## config.mk

```make
export PLATFORM = sky130hd
export DESIGN_NAME = event_dispatch_arbiter
export DESIGN_NICKNAME = d
export VERILOG_FILES = /design/src/rtl/event_sched_pkg.sv /design/src/rtl/event_pend_counter.sv /design/src/rtl/event_dispatch_arbiter.sv
export SDC_FILE = /design/constraint.sdc
export NUM_CORES = 1
export LEC_CHECK = 0
export ABC_AREA = 1
export CAP_MARGIN = 25
export CORE_MARGIN = 8
export CORE_UTILIZATION = 59
export DETAILED_ROUTE_END_ITERATION = 16
export GPL_ROUTABILITY_DRIVEN = 0
export PLACE_DENSITY = 0.8
export SETUP_SLACK_MARGIN = 0.15
export SLEW_MARGIN = 15
export SYNTH_ARGS = -nofsm -noshare
export SYNTH_HDL_FRONTEND = slang
export SYNTH_SLANG_ARGS = --single-unit
```

## constraint.sdc

```tcl
create_clock -name clk -period 1.8 [get_ports clk]
set_input_delay 0.27 -clock clk [delete_from_list [all_inputs] [get_ports clk]]
set_output_delay 0.27 -clock clk [all_outputs]
set_load 0.005 [all_outputs]
```

## src/rtl/event_sched_pkg.sv

```systemverilog
// Shared types and the round-robin pick helper for the event dispatch arbiter.
package event_sched_pkg;

    typedef enum logic {
        IDLE  = 1'b0,
        OFFER = 1'b1
    } state_e;

    // The pick helper works on a fixed-width mask so it can serve any
    // arbiter with up to MAX_EVENTS sources.
    localparam int MAX_EVENTS = 32;
    localparam int PICK_W     = 5;

    // Returns the first set index in pend_mask scanning ptr, ptr+1, ... modulo num.
    // Returns ptr when nothing is set; callers only use the result when the mask is nonzero.
    function automatic logic [PICK_W-1:0] rr_pick(
        input logic [MAX_EVENTS-1:0] pend_mask,
        input logic [PICK_W-1:0]     ptr,
        input int unsigned           num
    );
        logic            found;
        logic [PICK_W:0] idx;
        rr_pick = ptr;
        found   = 1'b0;
        for (int k = 0; k < MAX_EVENTS; k++) begin
            idx = {1'b0, ptr} + (PICK_W+1)'(k);
            if (idx >= (PICK_W+1)'(num)) begin
                idx = idx - (PICK_W+1)'(num);
            end
            if (!found && (k < int'(num)) && pend_mask[idx[PICK_W-1:0]]) begin
                rr_pick = idx[PICK_W-1:0];
                found   = 1'b1;
            end
        end
    endfunction

endpackage

```

## src/rtl/event_pend_counter.sv

```systemverilog
// One source's pending-event counter: saturating up/down count plus sticky overflow.
module event_pend_counter
    import event_sched_pkg::*;
#(
    parameter int CNT_W = 4
) (
    input  logic clk,
    input  logic rst_n,
    input  logic inc,
    input  logic dec,
    input  logic ovf_clr,
    output logic nonzero,
    output logic nonzero_next,
    output logic ovf
);

    localparam logic [CNT_W-1:0] CNT_MAX = '1;

    logic [CNT_W-1:0] cnt_q;
    logic [CNT_W-1:0] cnt_d;
    logic             ovf_set;
    logic             ovf_d;

    // Next count: simultaneous inc and dec cancel; an increment at max is lost and flagged.
    always_comb begin
        cnt_d   = cnt_q;
        ovf_set = 1'b0;
        if (inc && !dec) begin
            if (cnt_q == CNT_MAX) begin
                ovf_set = 1'b1;
            end else begin
                cnt_d = cnt_q + CNT_W'(1);
            end
        end else if (dec && !inc && (cnt_q != '0)) begin
            cnt_d = cnt_q - CNT_W'(1);
        end
        // Clear wins over a same-cycle overflow so the flag never re-arms on the clearing cycle.
        ovf_d = ovf_clr ? 1'b0 : (ovf | ovf_set);
    end

    // Count and sticky overflow registers.
    always_ff @(posedge clk or negedge rst_n) begin
        if (!rst_n) begin
            cnt_q <= '0;
            ovf   <= 1'b0;
        end else begin
            cnt_q <= cnt_d;
            ovf   <= ovf_d;
        end
    end

    assign nonzero      = (cnt_q != '0);
    assign nonzero_next = (cnt_d != '0);

endmodule

```

## src/rtl/event_dispatch_arbiter.sv

```systemverilog
// Collects event pulses into per-source counters and hands them out one at a
// time over valid/ready, round-robin across sources.
//
//  state | meaning
//  ------+---------------------------------------------------------------
//  IDLE  | nothing offered; pick next pending source from rr_ptr onward
//  OFFER | disp_id_o offered and frozen until the consumer takes it
module event_dispatch_arbiter
    import event_sched_pkg::*;
#(
    parameter  int NUM_EVENTS = 3,
    parameter  int CNT_W      = 4,
    localparam int ID_W       = $clog2(NUM_EVENTS)
) (
    input  logic                  clk,
    input  logic                  rst_n,
    input  logic [NUM_EVENTS-1:0] ev_trig_i,
    output logic                  disp_valid_o,
    output logic [ID_W-1:0]       disp_id_o,
    input  logic                  disp_ready_i,
    output logic                  pend_any_o,
    output logic [NUM_EVENTS-1:0] ovf_o,
    input  logic                  ovf_clr_i
);

    state_e                state_q;
    state_e                state_d;
    logic                  valid_d;
    logic [ID_W-1:0]       id_d;
    logic [ID_W-1:0]       rr_ptr_q;
    logic [ID_W-1:0]       rr_ptr_d;
    logic [ID_W:0]         id_inc;
    logic                  pend_any_d;
    logic                  xfer;
    logic [NUM_EVENTS-1:0] pend_nz;
    logic [NUM_EVENTS-1:0] pend_nz_next;
    logic [NUM_EVENTS-1:0] dec_vec;

    assign xfer = disp_valid_o && disp_ready_i;

    genvar i;
    generate
        for (i = 0; i < NUM_EVENTS; i++) begin : g_pend
            assign dec_vec[i] = xfer && (disp_id_o == ID_W'(i));

            event_pend_counter #(
                .CNT_W (CNT_W)
            ) u_cnt (
                .clk          (clk),
                .rst_n        (rst_n),
                .inc          (ev_trig_i[i]),
                .dec          (dec_vec[i]),
                .ovf_clr      (ovf_clr_i),
                .nonzero      (pend_nz[i]),
                .nonzero_next (pend_nz_next[i]),
                .ovf          (ovf_o[i])
            );
        end
    endgenerate

    // pend_any_o is registered from post-update counter values.
    assign pend_any_d = |pend_nz_next;

    // Next state, offer registers and round-robin pointer.
    always_comb begin
        state_d  = state_q;
        valid_d  = disp_valid_o;
        id_d     = disp_id_o;
        rr_ptr_d = rr_ptr_q;
        // Wrap in ID_W+1 bits so non-power-of-2 source counts work.
        id_inc   = {1'b0, disp_id_o} + (ID_W+1)'(1);
        if (id_inc >= (ID_W+1)'(NUM_EVENTS)) begin
            id_inc = '0;
        end
        case (state_q)
            IDLE: begin
                if (|pend_nz) begin
                    id_d    = ID_W'(rr_pick(MAX_EVENTS'(pend_nz), PICK_W'(rr_ptr_q), NUM_EVENTS));
                    valid_d = 1'b1;
                    state_d = OFFER;
                end
            end
            OFFER: begin
                if (disp_ready_i) begin
                    rr_ptr_d = ID_W'(id_inc);
                    valid_d  = 1'b0;
                    state_d  = IDLE;
                end
            end
            default: begin
                valid_d = 1'b0;
                state_d = IDLE;
            end
        endcase
    end

    // State, offer outputs, pointer and pend_any registers.
    always_ff @(posedge clk or negedge rst_n) begin
        if (!rst_n) begin
            state_q      <= IDLE;
            disp_valid_o <= 1'b0;
            disp_id_o    <= '0;
            rr_ptr_q     <= '0;
            pend_any_o   <= 1'b0;
        end else begin
            state_q      <= state_d;
            disp_valid_o <= valid_d;
            disp_id_o    <= id_d;
            rr_ptr_q     <= rr_ptr_d;
            pend_any_o   <= pend_any_d;
        end
    end

endmodule

```

## Yosys cells after proc, flatten, opt, wreduce, memory -nomap -nowiden

Cells that the tools add are included.

| storage, ports and cells | value |
|---|---|
| bits in registers | 22 |
| input port bits | 7 |
| output and inout port bits | 7 |

| cells by class | value |
|---|---|
| bitwise logic cells | 4 |
| equal/unequal tests | 7 |
| magnitude comparators | 7 |
| add/subtract/negate cells | 12 |
| multiplexer cells | 49 |
| reductions and logical operators | 35 |

Operators with widths:

| kind | count |
|---|---|
| 5-bit 2-to-1 mux | 9 |
| 4-bit 2-to-1 mux | 9 |
| 4-bit nonzero test | 6 |
| 1-bit 2-to-1 mux | 22 |
| 5-bit by 6-bit < comparator with 1-bit output, second input constant | 3 |
| 1-bit binary-select mux with 5-bit select | 3 |
| 1-bit logical AND | 15 |
| 4-bit by 1-bit adder with 4-bit output, second input constant | 3 |
| 4-bit equality test, second input constant | 3 |
| 4-bit by 1-bit subtractor with 4-bit output, second input constant | 3 |
| 3-bit by 2-bit greater-or-equal comparator with 1-bit output, second input constant | 3 |
| 1-bit zero test | 8 |
| 2-bit 2-to-1 mux | 4 |
| 3-bit by 2-bit subtractor with 4-bit output, second input constant | 2 |
| 2-bit by 1-bit adder with 3-bit output, second input constant | 2 |
| 2-bit AND reduction | 3 |
| 3-bit OR reduction | 2 |
| 2-bit != test, second input constant | 2 |
| 1-bit case mux with 2 select lines | 2 |
| 2-bit by 2-bit adder with 3-bit output, second input constant | 1 |
| 1-bit bitwise OR | 3 |
| 2-bit by 2-bit subtractor with 3-bit output, second input constant | 1 |
| 2-bit by 1-bit equality test with 1-bit output, second input constant | 1 |
| 2-bit equality test, second input constant | 1 |
| 3 further kinds | 3 |

## Longest topological paths before layout

Gate-level depths: netlist (run 1).

| depth | value |
|---|---|
| word-level depth | 17 |
| gate-level depth with buffers | 14 |

## Cells and area by module

From an unflattened synthesis (run 1), not the netlist that was laid out.

| second synthesis, totals | value |
|---|---|
| cells, all modules | 286 |
| area total of the unflattened synthesis | 1,984.4 um^2 |

Modules (own cells, without submodules):

| module | cells each | instances | area each (um^2) | sequential area each (um^2) |
|---|---|---|---|---|
| event_pend_counter | 67 | 3 | 456.7 | 125.1 |
| event_dispatch_arbiter | 85 | 1 | 614.3 | 175.2 |

## Least setup slack after synthesis (run 1)

OpenSTA, ideal clock, no wires.

| timing path | value |
|---|---|
| kind | reg2reg |
| start point | reg rr_ptr_q[1] |
| end point | reg disp_id_o[1] |
| stages on the path, launching flop included | 13 |
| period minus slack after synthesis | 1.587 ns |
| arrival time | 1.469 ns |
| path slack | 0.213 ns |
| cells stage by stage | dfrtp_1 -> inv_1 -> ha_1 -> inv_1 -> nand3_1 -> nand2_1 -> nand2_2 -> nand2_4 -> inv_2 -> nor2_2 -> nand3_1 -> nand3_1 -> nand2_1 |

| between the ends | value |
|---|---|
| longest elaborated chain between the ends | 17 |

RTL lines:

| item | line | text |
|---|---|---|
| start: declaration | event_dispatch_arbiter.sv:30 | `logic [ID_W-1:0] rr_ptr_q;` |
| start signal: assignment | event_dispatch_arbiter.sv:109 | `rr_ptr_q <= rr_ptr_d;` |
| 2-bit by 2-bit subtractor with 3-bit output / 2-bit greater-or-equal comparator (equally long branches) | event_sched_pkg.sv:28, event_sched_pkg.sv:27 |  |
| 5-bit 2-to-1 mux | event_sched_pkg.sv:27 | `if (idx >= (PICK_W+1)'(num)) begin` |
| 5-bit 2-to-1 mux | event_dispatch_arbiter.sv:77 | `if (\|pend_nz) begin` |
| 5-bit 2-to-1 mux | event_dispatch_arbiter.sv:75 | `case (state_q)` |
| 1-bit binary-select mux with 5-bit select | event_sched_pkg.sv:30 | `if (!found && (k < int'(num)) && pend_mask[idx[PICK_W-1:0]]) begin` |
| 1-bit 2-to-1 mux (not written as such) | event_sched_pkg.sv:30 |  |
| 1-bit 2-to-1 mux | event_sched_pkg.sv:30 |  |
| 1-bit 2-to-1 mux | event_dispatch_arbiter.sv:77 |  |
| 1-bit 2-to-1 mux | event_dispatch_arbiter.sv:75 |  |
| 1-bit zero test | event_sched_pkg.sv:30 |  |
| 1-bit logical AND | event_sched_pkg.sv:30 |  |
| 1-bit 2-to-1 mux | event_sched_pkg.sv:30 |  |
| 1-bit 2-to-1 mux | event_dispatch_arbiter.sv:77 |  |
| 1-bit 2-to-1 mux | event_dispatch_arbiter.sv:75 |  |
| 1-bit zero test | event_sched_pkg.sv:30 |  |
| 1-bit logical AND | event_sched_pkg.sv:30 |  |
| 2-bit 2-to-1 mux (*) | event_sched_pkg.sv:30 |  |
| end signal: assignment | event_dispatch_arbiter.sv:108 | `disp_id_o <= id_d;` |
| end: declaration | event_dispatch_arbiter.sv:19 | `output logic [ID_W-1:0] disp_id_o,` |

Every way passes the cells marked *; elsewhere a longest branch is shown, timed or not. The select of a mux whose other input is x is not followed.
A chain may end at the register's enable or synchronous reset.

## Worst setup path after layout (run 1)

| timing path | value |
|---|---|
| start point | reg disp_id_o[0] |
| end point | reg pend_any_o |

| between the ends | value |
|---|---|
| longest elaborated chain between the ends | 8 |

RTL lines:

| item | line | text |
|---|---|---|
| 2-bit by 1-bit equality test with 1-bit output, or another cell as far along | event_dispatch_arbiter.sv:44 | `assign dec_vec[i] = xfer && (disp_id_o == ID_W'(i));` |
| 1-bit logical AND | event_dispatch_arbiter.sv:44 |  |
| 1-bit logical AND (2 in a row) | event_pend_counter.sv:34 | `end else if (dec && !inc && (cnt_q != '0)) begin` |
| 4-bit 2-to-1 mux | event_pend_counter.sv:34 |  |
| 4-bit 2-to-1 mux | event_pend_counter.sv:28 | `if (inc && !dec) begin` |
| 4-bit nonzero test | event_pend_counter.sv:53 | `assign nonzero_next = (cnt_d != '0);` |
| 3-bit OR reduction (*) | event_dispatch_arbiter.sv:62 | `assign pend_any_d = \|pend_nz_next;` |
| via pend_any_d | event_dispatch_arbiter.sv:33 | `logic pend_any_d;` |
| end signal: assignment | event_dispatch_arbiter.sv:110 | `pend_any_o <= pend_any_d;` |
| end: declaration | event_dispatch_arbiter.sv:21 | `output logic pend_any_o,` |

The timed path passes the listed nets; every way through them passes the cells marked *.

==> impl_results.md, run 1 <==
* Mean cell area of the mapped netlist at 6.85 um2
* Gate count after technology mapping at 290
* Sink count of the clock tree at 22
* Wire per inst at between 10 and 15 um
* Detailed-route vias per instance at between 5 and 6
* Total global routing track utilization at between 10% and 20%
* Skew-Pair Late Insertion Delay at approximately 0.32 ns
* Met3 wire length at ~250 um
* Overall die height at 74.0 um
* Internal power at 2.03 mW
* Sum of net half-perimeters after detailed placement at approximately 3200 um
* Final worst-path cycle share at 91.3%
* Vias in the first global route at ~1700
* Via count at approximately 2000
* Non-filler instance count after layout at between 300 and 400
* Ratio of cells with drive above 1 in the final layout at between 30% and 40%
* Synthesized flop and latch total at 22
* Finish-stage setup viols at 0
* Critical R2R Launch: disp_id_o[0]$_DFFE_PN0P_
* Hold-fix buffers, CTS at 0
* Unrepaired setup endpoints after global routing: true
* Max Transition Viols Final at 0
* Drc violations at 0
* Category of the most critical setup path: flip-flop to flip-flop
* CTS root buffer: sky130_fd_sc_hd__clkbuf_4
* Clock tree from TritonCTS: done
* Clock transition at the registers of the reported paths at approximately 0.12 ns
* Synthesized net count at 308
* Rel. slew slack at roughly 75%
* Clock buffer count from CTS at 3
* Total wirelength of the detailed-routed design at 4710 um
* CORE AREA at 3280 um2
* Critical path data arrival time at ~1.9 ns
* I/O Buffers at 13
* Congestion Overflow GR at 0
* LEAKAGE at roughly 1.3 nW
* Setup skew after layout at approximately 0.014 ns
* Net Sw Power at 2.05 mW
* Maximum VDD drop at 0.000989 V
* Standard-cell row count at 21
* Timing startpoint of the critical path: disp_id_o[0]$_DFFE_PN0P_
* Detailed-routing wirelength on met1 at roughly 2000 um
* Final nets at ~350
* Effective utilization at floorplan at between 60% and 70%
* Global-route wire length before repair at approximately 7000 um
* Post-synthesis cell area at around 2000 um2
* CP Capture Type: flip-flop
* Uppermost metal layer occupied by signal nets: met4
* Critical Path RT at about 2 ns
* Worst Tran Pin Value at about 0.37 ns
* Clk buf depth at 2
* Area added between synthesis and finish at 28.2%
* Register area share after synthesis at between 20% and 30%
* Post-route ant nets at 0
* Count of distinct cell types in the synthesized netlist at 26
* Highest fanout seen on the critical path at 5
* Switching fraction of total power at roughly 50%
* Fraction of registers with async set/reset at 100%
* Combinational fraction of design power at a little over two thirds
* CP startpoint kind: flip-flop
* Deepest level of the CTS H-tree at 1
* Number of hold-slack violations in the final timing report at 0
* Count of warnings emitted by yosys at 0
* Result of the run: finished, final reports clean
* Power per cell area at roughly 1600 nW/um2
* Max-cap check violation count at 0
* Boundary pin count at 14
* Timing-limited maximum frequency at slightly above 600 MHz
* Post-Place Cells at ~360
* Number of antenna violations at the first check in global routing at 0
* Overall power of the completed layout at 4.08 mW
* Number of flops mapped to enable cells by yosys at 0
* Die width at 74.0 um
* Maximum number of pins on one net before global-route repair at 23
* Full die area at between 5000 and 6000 um2
* Clock Power Share at about 5.5%
* DRC violation total after the first TritonRoute iteration at around 190
* Antenna cell count at 0
* 1st-pass router iterations at 4
* Met2 wire length at roughly 2400 um
* Final Critical Period at roughly 1.6 ns
* Worst hold path class: input port to async pin
* Sequential share of power at about a quarter
* Most frequently used flop master after synthesis: sky130_fd_sc_hd__dfrtp_1
synth_stat cells, types with 2 or more instances:
cell / number / area share [%]
sky130_fd_sc_hd__a21oi_1: 5 / 1.3
sky130_fd_sc_hd__buf_4: 3 / 1.1
sky130_fd_sc_hd__buf_6: 3 / 1.7
sky130_fd_sc_hd__dfrtp_1: 22 / 28
sky130_fd_sc_hd__ha_1: 11 / 6.9
sky130_fd_sc_hd__inv_1: 45 / 8.5
sky130_fd_sc_hd__inv_2: 6 / 1.1
sky130_fd_sc_hd__nand2_1: 82 / 15
sky130_fd_sc_hd__nand2_2: 8 / 2.5
sky130_fd_sc_hd__nand2_4: 5 / 2.8
sky130_fd_sc_hd__nand3_1: 45 / 11
sky130_fd_sc_hd__nand3_2: 2 / 1.0
sky130_fd_sc_hd__nand4_1: 7 / 2.2
sky130_fd_sc_hd__nor2_1: 13 / 2.5
sky130_fd_sc_hd__nor2_2: 3 / 0.94
sky130_fd_sc_hd__nor2_4: 7 / 4.0
sky130_fd_sc_hd__o211ai_1: 3 / 1.1
sky130_fd_sc_hd__o21ai_0: 8 / 2.0
sky130_fd_sc_hd__o21ai_1: 2 / 0.50
sky130_fd_sc_hd__xor2_1: 4 / 1.8
area by class of cell:
type | instances | area, um2
clock buffers | 3 | 22.5
multi-input cells | 211 | 1360
fillers | 222 | 737
repair buffers | 41 | 357
flip-flops and latches | 22 | 557
inverters | 51 | 196
well taps | 46 | 57.6
path summary, 6_finish.rpt:
| check | endpoint | slack [ns] | cells after the start |
|---|---|---|---|
| worst max-delay path | pend_any_o$_DFF_PN0_ | 0.16 | 11 |
| worst min-delay path | disp_valid_o$_DFFE_PN0P_ | 0.30 | 2 |
| worst max register to register | pend_any_o$_DFF_PN0_ | 0.16 | 11 |
| worst min register to register | g_pend[2].u_cnt.ovf$_DFF_PN0_ | 0.53 | 2 |
| max in group asynchronous | rr_ptr_q[0]$_DFFE_PN0P_ | 1.26 | 2 |
| min in group clk | g_pend[2].u_cnt.ovf$_DFF_PN0_ | 0.53 | 2 |
worst max-delay path, stage by stage (launching register included):
cell and delay [ns]:
sky130_fd_sc_hd__dfrtp_2 0.46, sky130_fd_sc_hd__inv_2 0.09, sky130_fd_sc_hd__nand2_2 0.06, sky130_fd_sc_hd__nor2_4 0.14
sky130_fd_sc_hd__buf_12 0.11, sky130_fd_sc_hd__nor2_4 0.04, sky130_fd_sc_hd__inv_2 0.09, sky130_fd_sc_hd__nor2_1 0.05
sky130_fd_sc_hd__a21oi_1 0.16, sky130_fd_sc_hd__nand2_1 0.10, sky130_fd_sc_hd__nor2_2 0.13, sky130_fd_sc_hd__nand3_1 0.09
stage by stage:
stage / util, % / hold WS, ns / instance area [um2] / setup slack, ns / setup TNS (ns)
after global placement: 68.6 / 0.507 / 2250 / -0.143 / -0.143
after CTS: 70.2 / 0.288 / 2310 / 0.158 / 0
after global routing: 77.6 / 0.336 / 2550 / 0.0249 / 0
final: 77.6 / 0.301 / 2550 / 0.156 / 0
after floorplan: - / -0.0256 / 1990 / 0.213 / 0
after detailed placement: 68.6 / 0.512 / 2250 / -0.154 / -0.154
logic make-up after synthesis:
logic type                 count (synthesis)  share of synthesized area [%]
AOI/OAI and AO/OA                         20                           5.73
DFF                                       22                           27.7
adders and majority gates                 11                           6.93
xor gates and xnor gates                   4                           1.76
muxes                                      1                          0.504
buffers and inverters                     57                           12.5
and+or+nand+nor                          175                           44.9
layer usage:
layer / vias to the layer above / GRT usage, %
met5: - / 0
met4: 0 / 2.88
met3: 8 / 3.37
met2: 66 / 27.0
met1: 904 / 19.8
li1: 989 / -
timing repair:
action,in CTS,in global routing
resized for setup,5,49
setup buffers,2,8
pin swaps,0,19
endpoints found under the setup margin,3,7
cloned,0,0
registers in the layout (all words and copies together) (netlist names):
register            count
disp_id_o               2
rr_ptr_q                2
g_pend.u_cnt.ovf        3
pend_any_o              1
state_q                 1
disp_valid_o            1
g_pend.u_cnt.cnt_q     12
power by group through the flow:
stage / Combinational [mW] / Sequential, mW / Clock [mW]
floorplan: 1.71 / 0.881 / 0
global placement: 2.23 / 0.952 / 0
detailed placement: 2.26 / 0.952 / 0
CTS: 2.35 / 0.933 / 0.236
global route: 3.17 / 1.02 / 0.246
finish: 2.87 / 0.992 / 0.225
placed cells by master, fill, tap and decap left out, types with 2 or more instances in the layout:
cell and n:
sky130_fd_sc_hd__nor2_1 8, sky130_fd_sc_hd__o211ai_1 3, sky130_fd_sc_hd__o21ai_1 4, sky130_fd_sc_hd__xor2_1 4, sky130_fd_sc_hd__clkdlybuf4s50_1 13, sky130_fd_sc_hd__nand2_2 13, sky130_fd_sc_hd__nand2_4 4, sky130_fd_sc_hd__nand2_1 77
sky130_fd_sc_hd__dfrtp_1 17, sky130_fd_sc_hd__ha_2 2, sky130_fd_sc_hd__inv_4 2, sky130_fd_sc_hd__nor2_4 9, sky130_fd_sc_hd__clkbuf_4 3, sky130_fd_sc_hd__nand4_1 7, sky130_fd_sc_hd__a21oi_1 5, sky130_fd_sc_hd__dfrtp_2 5
sky130_fd_sc_hd__nand3_2 7, sky130_fd_sc_hd__buf_4 26, sky130_fd_sc_hd__ha_1 2, sky130_fd_sc_hd__nand3_1 40, sky130_fd_sc_hd__inv_1 38, sky130_fd_sc_hd__o21ai_0 5, sky130_fd_sc_hd__ha_4 7, sky130_fd_sc_hd__inv_2 11
sky130_fd_sc_hd__nor2_2 6
Power figures use the tool's default switching activity.
==> run 2, diff against run 1 <==
--- a/config.mk
+++ b/config.mk
@@ -6,7 +6,6 @@
 export NUM_CORES = 1
 export LEC_CHECK = 0
 export ABC_AREA = 1
-export CAP_MARGIN = 25
 export CORE_MARGIN = 8
 export CORE_UTILIZATION = 59
 export DETAILED_ROUTE_END_ITERATION = 16
==> results of run 2 <==
Final layout, timing and power as in run 1 (identical DEF).
